[src/rtl/ram_unit_pkg.sv]
// Shared widths and loader FSM encoding for the program-loadable RAM unit.
package ram_unit_pkg;

   localparam int unsigned AW_DEF = 3;
   localparam int unsigned DW_DEF = 8;

   typedef enum logic [1:0] {
      ST_IDLE = 2'b00,
      ST_LOAD = 2'b01,
      ST_DONE = 2'b10
   } state_e;

endpackage

[src/rtl/ram_loader_fsm.sv]
// Loader sequencer: tracks IDLE/LOAD/DONE and the loader write pointer.
module ram_loader_fsm
   import ram_unit_pkg::*;
#(
   parameter int unsigned AW = AW_DEF
) (
   input  logic          clk,
   input  logic          rst,
   input  logic          prog,
   input  logic          pvalid,
   output state_e        state,
   output logic          pready,
   output logic          pdone,
   output logic [AW-1:0] paddr,
   output logic          hs_c
);

   localparam int unsigned DEPTH = 1 << AW;
   localparam logic [AW-1:0] LAST_ADDR = AW'(DEPTH - 1);

   state_e        state_q, state_d;
   logic [AW-1:0] paddr_q, paddr_d;

   always_ff @(posedge clk) begin
      if (rst) begin
         state_q <= ST_IDLE;
         paddr_q <= '0;
      end else begin
         state_q <= state_d;
         paddr_q <= paddr_d;
      end
   end

   // Pointer only moves on a handshake; it is parked at 0 outside LOAD.
   always_comb begin
      state_d = state_q;
      paddr_d = paddr_q;
      unique case (state_q)
         ST_IDLE: begin
            if (prog) begin
               state_d = ST_LOAD;
               paddr_d = '0;
            end
         end
         ST_LOAD: begin
            if (!prog) begin
               state_d = ST_IDLE;
               paddr_d = '0;
            end else if (pvalid) begin
               if (paddr_q == LAST_ADDR) begin
                  state_d = ST_DONE;
                  paddr_d = '0;
               end else begin
                  paddr_d = paddr_q + AW'(1);
               end
            end
         end
         ST_DONE: begin
            if (!prog) begin
               state_d = ST_IDLE;
            end
         end
         default: begin
            state_d = ST_IDLE;
            paddr_d = '0;
         end
      endcase
   end

   always_comb begin
      pready = 1'b0;
      pdone  = 1'b0;
      hs_c   = 1'b0;
      if (state_q == ST_LOAD) begin
         pready = 1'b1;
         hs_c   = pvalid;
      end
      if (state_q == ST_DONE) begin
         pdone = 1'b1;
      end
   end

   assign state = state_q;
   assign paddr = paddr_q;

endmodule

[src/rtl/ram_unit.sv]
// RAM with a CPU port (active-low strobes) and a streaming program loader.
module ram_unit
   import ram_unit_pkg::*;
#(
   parameter int unsigned AW = AW_DEF,
   parameter int unsigned DW = DW_DEF
) (
   input  logic          CLK,
   input  logic          RST,
   input  logic [AW-1:0] ABUS,
   input  logic          WEn,
   input  logic          OEn,
   input  logic [DW-1:0] DIN,
   output logic [DW-1:0] DOUT,
   input  logic          PROG,
   input  logic [DW-1:0] PDATA,
   input  logic          PVALID,
   output logic          PREADY,
   output logic [AW-1:0] PADDR,
   output logic          PDONE
);

   localparam int unsigned DEPTH = 1 << AW;

   logic [DW-1:0] mem_q [DEPTH];
   logic [DW-1:0] mem_d [DEPTH];

   state_e        state;
   logic          hs_c;
   logic          cpu_we_c;

   ram_loader_fsm #(.AW(AW)) u_loader (
      .clk    (CLK),
      .rst    (RST),
      .prog   (PROG),
      .pvalid (PVALID),
      .state  (state),
      .pready (PREADY),
      .pdone  (PDONE),
      .paddr  (PADDR),
      .hs_c   (hs_c)
   );

   // CPU may only write when idle and no load is being requested on this edge.
   assign cpu_we_c = !WEn && (state == ST_IDLE) && !PROG;

   always_comb begin
      mem_d = mem_q;
      if (hs_c) begin
         mem_d[PADDR] = PDATA;
      end else if (cpu_we_c) begin
         mem_d[ABUS] = DIN;
      end
   end

   always_ff @(posedge CLK) begin
      if (RST) begin
         mem_q <= '{default: '0};
      end else begin
         mem_q <= mem_d;
      end
   end

   always_comb begin
      DOUT = '0;
      if (!OEn && (state == ST_IDLE)) begin
         DOUT = mem_q[ABUS];
      end
   end

endmodule
[config.mk]
export PLATFORM = sky130hd
export DESIGN_NAME = ram_unit
export DESIGN_NICKNAME = d
export VERILOG_FILES = /design/src/rtl/ram_unit_pkg.sv /design/src/rtl/ram_loader_fsm.sv /design/src/rtl/ram_unit.sv
export SDC_FILE = /design/constraint.sdc
export NUM_CORES = 1
export LEC_CHECK = 0
export CORE_MARGIN = 3
export CORE_UTILIZATION = 25
export CTS_CLUSTER_SIZE = 8
export DETAILED_ROUTE_END_ITERATION = 10
export SLEW_MARGIN = 5
export SYNTH_ARGS = -nofsm -noshare
export SYNTH_HDL_FRONTEND = slang
export SYNTH_SLANG_ARGS = --single-unit
[constraint.sdc]
create_clock -name CLK -period 2.4 [get_ports CLK]
set_input_delay 0.6 -clock CLK [delete_from_list [all_inputs] [get_ports CLK]]
set_output_delay 0.6 -clock CLK [all_outputs]
set_load 0.01 [all_outputs]
==> flow_summary.ini <==
[finish]
area_delta_synth_final_pct = 39.1
layout_common_cells = 69 x dfxtp_1, 66 x buf_4, 62 x nand2_1
finalNetCount = 595
fillers = 1631
diodes = 0
layout_commonest_cell = dfxtp_1
final_util_pct = 35.6
drive_above_1_share_pct = 28.5

[critical_path]
critPathKind = in -> out
crit_chain = buf_8 > mux2_4 > a221o_1 > a222oi_1 > nor2_1 > buf_2
cp.arrival_ns = 1.90
worstPathRequired_ns = 1.80
max_stage_delay_ns = 0.38
crit_buf_inv = 2
critPathTopFamily = compound AO/OA/AOI/OAI gates
crit_path_start_kind = primary input
crit_path_max_fanout = 2
cp_slowest_cell = a222oi_1
end_kind = primary output

[power_and_ir_drop]
power_mw = 3.03
powerDensity_nw_per_um2 = 535
peakVddDrop_mv = 0.309
leakagePower_nw = 1.98

[die]
core_area_um2 = 15900
die_h_um = 134
io_pins = 38
initial_core_util_pct = 25.6
std_cell_rows = 46
die-area_um2 = 17900
dieWidth_um = 134

[logic_synthesis]
syn_area_per_cell_um2 = 8.42
yosysSeqAreaShare_pct = 33.9
synth_edf_count = 0
netlist_area_um2 = 4070
ys.flop_type = dfxtp_1
ys_warn_count = 0
ys_ff_latch = 69
netlist_instances = 484
synth_fp_nets = 511
yosysUniqueCellTypes = 60
synthArstFlopShare_pct = 0

[routing]
drt_iter0_drc = 385
dr.pass1.iters = 6
drc_errors = 0
finalWirelength_mm = 15.3
dr_total_vias = 4239
wire_per_inst_um = 19.5
routed_via_density = 5.38
final_antenna_net_count = 0

[timing]
worst_slack_ns = -0.103
rsz0062_at_grt = true
relSlewSlack_pct = 26.9
setup_viol = 1
finalHoldViolCount = 0
timing.final.crit_share_pct = 104
min_period_ns = 2.50
slew_viol_final = 0
fmax_ghz = 0.400
clock_skew_ns = 0.00367
tightest_slew_ns = 1.09

[place]
pre_cts_ws_ns = -0.908
gp_congestion = 0.923
port_buffers = 37
post-dp-hpwl_mm = 11.0

[cts]
path_clk_slew_ns = 0.05
htree_levels = 3
cts_tree = done
numCtsBuffers = 9
clkLatencyLatePin_ns = 0.34
ctsLongestPathBuffers = 2
cts_sinks = 69
root_buffer = clkbuf_16

[flow_run]
cap_viol_max_count = 0

[global_routing]
gr-total-overflow = 0
track_usage_pct = 17.2
first_global_vias = 4187
antenna_found_initial = 0
grt_pass1_wl_mm = 23.7
grt_max_degree = 33

[status]
status = finished with violations
violations = setup timing

[min_path]
hold_class = reg -> reg
## per-stage QoR
step	instance area [um^2]	cells	TNS [ns]	hold slack [ns]
4_1_cts	5640	789	-0.154	0.485
3_3_place_gp	5150	766	-16.08	0.464
5_1_grt	5670	788	-0.153	0.513
6_report	5670	788	-0.103	0.481
3_5_place_dp	5150	766	-18.10	0.469
2_1_floorplan	4080	484	0	0.441
## cell families (layout without fill, tap and decap cells)
family	count (synthesis)	in the layout	synth area share [%]
flip-flops	69	69	33.9
multiplexers	32	32	9.83
AO/OA/AOI/OAI	104	104	20.4
AND/OR/NAND/NOR	223	223	29.4
buffers and inverters	54	142	5.90
adder cells (fa/ha/maj)	2	2	0.614
## tightest hold or removal path, stage by stage (launching register included)
cell	delay, ns
dfxtp_1	0.31
inv_1	0.05
a2111oi_0	0.07
## power by group
part	switching [mW]	total [mW]	internal, mW
Sequential	0.0156	1.18	1.17
Combinational	0.216	0.402	0.186
Clock	0.517	1.45	0.931
Total	0.749	3.03	2.29
## final timing paths
check                          from   endpoint  slack [ns]  depth (start not counted)
setup / recovery            ABUS[2]    DOUT[5]       -0.10                          6
hold / removal             mem_q[9]   mem_q[9]        0.48                          2
setup reg to reg  u_loader.state[1]  mem_q[35]        0.38                          6
hold reg to reg            mem_q[9]   mem_q[9]        0.48                          2
## layer usage
metal | up-vias | global-route usage (%) | share of wire, %
met3 | 33 | 3.78 | 6.8
met5 | - | 0 | 0
met1 | 2065 | 23.6 | 46
met4 | 0 | 6.51 | 2.9
li1 | 1975 | - | -
met2 | 166 | 26.3 | 44
## registers in the layout (all words and copies together) (netlist names)
register        flops
u_loader.paddr      3
mem_q              64
u_loader.state      2
## repair_timing
item                                    CTS  global route
gates cloned                              1             0
gates resized for setup                  83            11
buffers inserted                          7             0
endpoints found under the setup margin   12             7
hold buffers                              0             0
pin swaps                                 7            10
## synth_stat cells, types with 3 or more instances
library cell	number	area share [%]
dfxtp_1	69	34
nand2_1	66	6.1
nor3_1	45	5.5
nor2_1	24	2.2
a311oi_1	23	4.9
clkbuf_1	23	2.1
mux2i_1	22	5.4
and2_1	17	2.6
buf_2	15	1.8
nand3_1	15	1.8
a211oi_1	10	1.8
a21oi_1	10	1.2
o211ai_1	9	1.7
a221o_1	8	2.0
nor2b_1	8	1.2
a211oi_2	7	2.1
inv_1	7	0.65
a31oi_1	6	0.92
mux4_2	6	3.3
o22ai_1	6	0.92
or3_1	6	0.92
a221oi_1	5	1.1
buf_1	5	0.46
nand2b_1	5	0.77
nand4b_1	5	1.1
o21ai_0	5	0.61
mux2_2	4	1.1
nand3b_1	4	0.74
nor3_2	4	0.98
buf_4	3	0.55
nand4bb_1	3	0.83
or3b_1	3	0.65
## cell type report
cell class / instances / area (um^2) / area share [%]
well taps: 216 / 270 / 4.77
clock buffers: 11 / 243 / 4.28
clock inverters: 4 / 72.6 / 1.28
multi-input cells: 361 / 2560 / 45.2
flip-flops and latches: 69 / 1380 / 24.4
repair buffers: 120 / 1110 / 19.6
inverters: 7 / 26.3 / 0.464
Note: power is estimated with default switching activity, not from simulation.
